--- src/rtl/udp_tx_scheduler.sv ---
// udp_tx_scheduler: round-robin share of the single UDP core transmit port between
//   requester 0 (command replies) and requester 1 (periodic telemetry).
// Latency: req -> ack 1 cycle; first byte +3; last byte +NB+2; eth_tx_req +NB+4; done +NB+5.
// Backpressure: eth_tx_data_rdy low holds the byte stream; eth_tx_req_rdy gates frame start
//   (timeout-protected before the first byte, unbounded once the payload is loaded).
//
// Ports:
//   clk50m, rst             clock and synchronous active-high reset
//   reqN / ackN             level request held until the 1-cycle grant pulse
//   ipN, portN, dataN       destination and payload, sampled on the grant edge
//   doneN / errN            1-cycle pulse: frame handed to core / aborted on ready timeout
//   busy                    high whenever a frame is in flight
//   eth_tx_*                byte stream and frame request towards the UDP core
module udp_tx_scheduler #(
  parameter int          BUFFER_SIZE = 80,
  parameter logic [31:0] RDY_TIMEOUT = 32'd50000
) (
  input  logic                   clk50m,
  input  logic                   rst,
  input  logic                   req0,
  input  logic                   req1,
  input  logic [31:0]            ip0,
  input  logic [31:0]            ip1,
  input  logic [15:0]            port0,
  input  logic [15:0]            port1,
  input  logic [BUFFER_SIZE-1:0] data0,
  input  logic [BUFFER_SIZE-1:0] data1,
  output logic                   ack0,
  output logic                   ack1,
  output logic                   done0,
  output logic                   done1,
  output logic                   err0,
  output logic                   err1,
  output logic                   busy,
  output logic [31:0]            eth_tx_ip,
  output logic [15:0]            eth_tx_dst_port,
  output logic [7:0]             eth_tx_data,
  output logic                   eth_tx_data_av,
  output logic                   eth_tx_req,
  input  logic                   eth_tx_req_rdy,
  input  logic                   eth_tx_data_rdy
);

  localparam logic [7:0] NB = 8'(BUFFER_SIZE / 8);

  typedef enum logic [2:0] {
    S_IDLE,
    S_WAIT_RDY,
    S_SEND,
    S_START,
    S_DONE
  } state_t;

  state_t                 state_q;
  logic                   sel_q;     // index of the requester being served
  logic                   rr_q;      // index preferred when both request (0 after reset)
  logic [1:0]             ack_q;
  logic [1:0]             done_q;
  logic [1:0]             err_q;
  logic [31:0]            ip_q;
  logic [15:0]            port_q;
  logic [BUFFER_SIZE-1:0] shreg_q;
  logic [7:0]             cnt_q;
  logic [31:0]            tmo_q;
  logic [7:0]             data_q;
  logic                   av_q;
  logic                   req_q;

  logic                   gnt_sel_d;
  logic [31:0]            tmo_d;

  // A lone requester always wins; a tie goes to the preferred index.
  always_comb begin
    gnt_sel_d = req1;
    if (req0 && req1) begin
      gnt_sel_d = rr_q;
    end
  end

  // Saturating so the counter can never wrap past the limit.
  assign tmo_d = (tmo_q < RDY_TIMEOUT) ? tmo_q + 32'd1 : tmo_q;

  always_ff @(posedge clk50m) begin
    if (rst) begin
      state_q <= S_IDLE;
      sel_q   <= 1'b0;
      rr_q    <= 1'b0;
      ack_q   <= '0;
      done_q  <= '0;
      err_q   <= '0;
      ip_q    <= '0;
      port_q  <= '0;
      shreg_q <= '0;
      cnt_q   <= '0;
      tmo_q   <= '0;
      data_q  <= '0;
      av_q    <= 1'b0;
      req_q   <= 1'b0;
    end else begin
      // Pulse outputs default low every cycle.
      ack_q  <= '0;
      done_q <= '0;
      err_q  <= '0;
      av_q   <= 1'b0;
      req_q  <= 1'b0;

      case (state_q)
        S_IDLE: begin
          if (req0 || req1) begin
            sel_q            <= gnt_sel_d;
            ip_q             <= gnt_sel_d ? ip1 : ip0;
            port_q           <= gnt_sel_d ? port1 : port0;
            shreg_q          <= gnt_sel_d ? data1 : data0;
            ack_q[gnt_sel_d] <= 1'b1;
            tmo_q            <= '0;
            state_q          <= S_WAIT_RDY;
          end
        end

        S_WAIT_RDY: begin
          if (eth_tx_req_rdy) begin
            cnt_q   <= '0;
            state_q <= S_SEND;
          end else begin
            tmo_q <= tmo_d;
            if (tmo_d >= RDY_TIMEOUT) begin
              err_q[sel_q] <= 1'b1;
              rr_q         <= ~sel_q;
              state_q      <= S_IDLE;
            end
          end
        end

        S_SEND: begin
          // Count check comes first so a late data_rdy can never add a byte.
          if (cnt_q == NB) begin
            state_q <= S_START;
          end else if (eth_tx_data_rdy) begin
            av_q    <= 1'b1;
            data_q  <= shreg_q[BUFFER_SIZE-1 -: 8];
            shreg_q <= shreg_q << 8;
            cnt_q   <= cnt_q + 8'd1;
          end
        end

        S_START: begin
          if (eth_tx_req_rdy) begin
            req_q   <= 1'b1;
            state_q <= S_DONE;
          end
        end

        S_DONE: begin
          done_q[sel_q] <= 1'b1;
          rr_q          <= ~sel_q;
          state_q       <= S_IDLE;
        end

        default: state_q <= S_IDLE;
      endcase
    end
  end

  assign ack0            = ack_q[0];
  assign ack1            = ack_q[1];
  assign done0           = done_q[0];
  assign done1           = done_q[1];
  assign err0            = err_q[0];
  assign err1            = err_q[1];
  assign busy            = (state_q != S_IDLE);
  assign eth_tx_ip       = ip_q;
  assign eth_tx_dst_port = port_q;
  assign eth_tx_data     = data_q;
  assign eth_tx_data_av  = av_q;
  assign eth_tx_req      = req_q;

endmodule

--- config.mk ---
export PLATFORM = sky130hd
export DESIGN_NAME = udp_tx_scheduler
export DESIGN_NICKNAME = d
export VERILOG_FILES = /design/src/rtl/udp_tx_scheduler.sv
export SDC_FILE = /design/constraint.sdc
export NUM_CORES = 1
export LEC_CHECK = 0
export ABC_AREA = 1
export BUFFER_PORTS_ARGS = -buffer_cell sky130_fd_sc_hd__buf_2
export CAP_MARGIN = 15
export CORE_UTILIZATION = 35
export DETAILED_ROUTE_END_ITERATION = 10
export PLACE_DENSITY = 0.67
export SLEW_MARGIN = 0
export SYNTH_ARGS = -nofsm -noshare
export SYNTH_HDL_FRONTEND = slang
export SYNTH_SLANG_ARGS = --single-unit
--- constraint.sdc ---
create_clock -name clk50m -period 5 [get_ports clk50m]
set_input_delay 0.25 -clock clk50m [delete_from_list [all_inputs] [get_ports clk50m]]
set_output_delay 0.25 -clock clk50m [all_outputs]
set_load 0.005 [all_outputs]
==> flow_summary.json <==
{
  "status": "finished clean",
  "htreeDepth": 4,
  "ys_ff_latch": 189,
  "grt-ovfl-total": 0,
  "drt-initial-drc-count": 644,
  "yosys_warnings": 0,
  "numPortBuffers": 326,
  "power_mw": 5.217,
  "hp-class": "in2reg",
  "seqPwrFrac_pct": 40.7,
  "drc_errors": 0,
  "clockBufferDepth": 2,
  "cpMaxStageDelayCell": "clkinv_2",
  "drv_cap": 0,
  "routabilityCongestion": 0.8949,
  "period_minus_slack_ns": 3.530,
  "dp.cells": 1836,
  "nets": 1816,
  "synth_enable_flop_cells": 0,
  "r2r-start": "state_q[2]",
  "ir_drop_mv": 0.2691,
  "startpoint_type": "register",
  "clk_latency_ns": 0.45,
  "critPathKind": "reg2reg",
  "die_area_um2": 26410,
  "instances_no_fill": 1894,
  "antenna_found_initial": 0,
  "vias": 9169,
  "detail_route.wl_per_cell_um": 13.77,
  "crit_arrival_ns": 3.84,
  "grt_pass1_vias": 8240,
  "hold_viol": 0,
  "worst_slack_ns": 1.470,
  "setup_violations": 0,
  "drive_above_1_share_pct": 26.98,
  "tritoncts": "built",
  "ys_seq_area_share_pct": 41.95,
  "cp_num_buf_inv": 4,
  "fillers": 2541,
  "internal_power_mw": 3.198,
  "antennaDiodeCount": 0,
  "grt_pass1_wl_mm": 40.83,
  "start_util_pct": 35.71,
  "required_ns": 5.31,
  "cp-end-kind": "register",
  "p_leak_nw": 5.729,
  "synth-main-ff-cell": "dfxtp_1",
  "groute.usage.overall_pct": 19.20,
  "fin_tns_setup_ns": 0,
  "drv_slew": 0,
  "ios": 327,
  "syn_to_final_growth_pct": 29.98,
  "slew_headroom_pct": 36.08,
  "ant_nets": 0,
  "grt_start_max_net_pins": 91,
  "syn_area_per_cell_um2": 7.226,
  "synthArstFlopShare_pct": 0,
  "synthDistinctLibCells": 41,
  "routed_wl_mm": 26.09,
  "tightest_slew_ns": 0.9553,
  "cts_buffers": 17,
  "timing.final.crit_share_pct": 70.61,
  "dp_hpwl_mm": 18.80,
  "mostFrequentLayoutCells": "buf_2 (326), nand2_1 (269), dfxtp_1 (189)",
  "hold_start": "port0[8]",
  "row_count": 58,
  "syn_area_um2": 9019,
  "crit_path_max_fanout": 88,
  "cts_root_buffer": "clkbuf_16",
  "cp-startpoint": "state_q[2]",
  "vias_per_cell": 4.841,
  "cpPeakStageDelay_ns": 0.83,
  "p_sw_share_pct": 38.70,
  "p_per_area_nw_per_um2": 445.1,
  "p_comb_share_pct": 31.7,
  "dp_slack_ns": 1.480,
  "syn_inst": 1248,
  "core-area_um2": 25250,
  "cts.sinks": 189,
  "worstPathCellList": "nor2_1 -> nand2_1 -> inv_4 -> nand3_1 -> inv_2 -> nor2_2 -> clkinv_2 -> buf_4 -> o21ai_0 -> a21oi_1",
  "cpLargestDelayFamily": "buffers and inverters",
  "die_h_um": 162.5,
  "max_freq_ghz": 0.2833,
  "rsz0062_at_grt": "false",
  "die_x_um": 162.5,
  "path_clk_slew_ns": 0.09,
  "final_common_cell": "buf_2",
  "dr.pass1.iters": 5,
  "syn_nets": 1513,
  "power.switching_mw": 2.019,
  "pwr-share-clk_pct": 27.6,
  "finClkSkew_ns": 0.02098
}
final timing paths:
check / endpoint / slack (ns) / cells after the start
worst min register to register: tmo_q[25] / 0.45 / 2
worst max-delay path: shreg_q[45] / 1.47 / 10
worst min-delay path: eth_tx_dst_port[8] / 0.01 / 3
worst max register to register: shreg_q[45] / 1.47 / 10
layer usage:
layer	vias up	GRT usage [%]	share of wire [%]
li1	4761	-	-
met1	4167	26.50	47
met2	212	31.25	48
met3	29	2.572	3.5
met4	0	5.146	1.4
met5	-	0	0
cells in the mapped netlist, types with 2 or more instances:
master | instances | area, µm²
nand2_1 | 269 | 1010
dfxtp_1 | 189 | 3784
a21oi_1 | 172 | 860.8
nor2_1 | 134 | 503.0
o21ai_0 | 89 | 445.4
nand3_1 | 87 | 435.4
mux2i_1 | 72 | 720.7
inv_1 | 52 | 195.2
clkbuf_1 | 51 | 191.4
buf_2 | 21 | 105.1
inv_2 | 18 | 67.56
a211oi_1 | 16 | 120.1
nand4_1 | 10 | 62.56
nor2_2 | 10 | 62.56
nand2_2 | 7 | 43.79
nor3_1 | 7 | 35.03
mux2_2 | 5 | 56.30
buf_1 | 4 | 15.01
ha_1 | 3 | 37.54
o211ai_1 | 3 | 22.52
o21ai_1 | 3 | 15.01
clkinv_1 | 2 | 7.510
nand2_4 | 2 | 22.52
nand3_2 | 2 | 20.02
nor3b_1 | 2 | 15.01
o21bai_1 | 2 | 15.01
xor2_1 | 2 | 17.52
layout make-up:
type,count,area (µm²),area share (%)
Tap cell,330,412.9,3.522
Inverter,72,274.0,2.337
Timing Repair Buffer,362,1967,16.78
Clock buffer,17,425.4,3.629
Clock inverter,15,209.0,1.782
Sequential cell,189,3784,32.28
Multi-Input combinational cell,909,4651,39.67
registers in the layout, summed over array words and instances (netlist names):
name and cells:
done_q 2, err_q 2, tmo_q 32, eth_tx_data_av 1, eth_tx_req 1, eth_tx_dst_port 16
shreg_q 80, state_q 3, eth_tx_data 8, sel_q 1, ack_q 2, rr_q 1
cnt_q 8, eth_tx_ip 32
cells by family after synthesis:
kind of cell | count (synthesis) | share of synthesized area, %
mux | 77 | 8.615
xor+xnor | 2 | 0.1943
compound gates | 291 | 17.01
buf+inv | 150 | 6.659
flops | 189 | 41.95
fa+ha+maj | 3 | 0.4162
simple gates | 536 | 25.15
power groups by stage:
stage	clock network (mW)	registers, mW	logic, mW
after floorplan	0	2.10	1.16
after global placement	0	2.14	1.61
after detailed placement	0	2.14	1.64
after CTS	1.47	2.12	1.66
after global routing	1.53	2.16	1.87
final	1.44	2.12	1.65
worst register-to-register path, delay by kind of cell (launching register included):
family | cells | cell delay [ns]
DFF | 1 | 0.41
buffers and inverters | 4 | 1.82
and+or+nand+nor | 4 | 0.93
AOI/OAI and AO/OA | 2 | 0.25
per-stage QoR:
stage                     utilization [%]  cell area (µm²)  hold slack (ns)
after global routing                46.42            11720         0.004552
after global placement              42.88            10830           0.4345
after floorplan                         -             9019           0.3632
final                               46.42            11720          0.01212
after CTS                           46.42            11720        0.0001283
after detailed placement            42.88            10830           0.4381
timing repair:
item | 4_1_cts | 5_1_grt
buffers inserted | 0 | 0
hold endpoints to repair | 25 | 0
gates resized for setup | 0 | 0
hold buffers | 26 | 0
No activity file was read; power rests on OpenSTA's default activity.
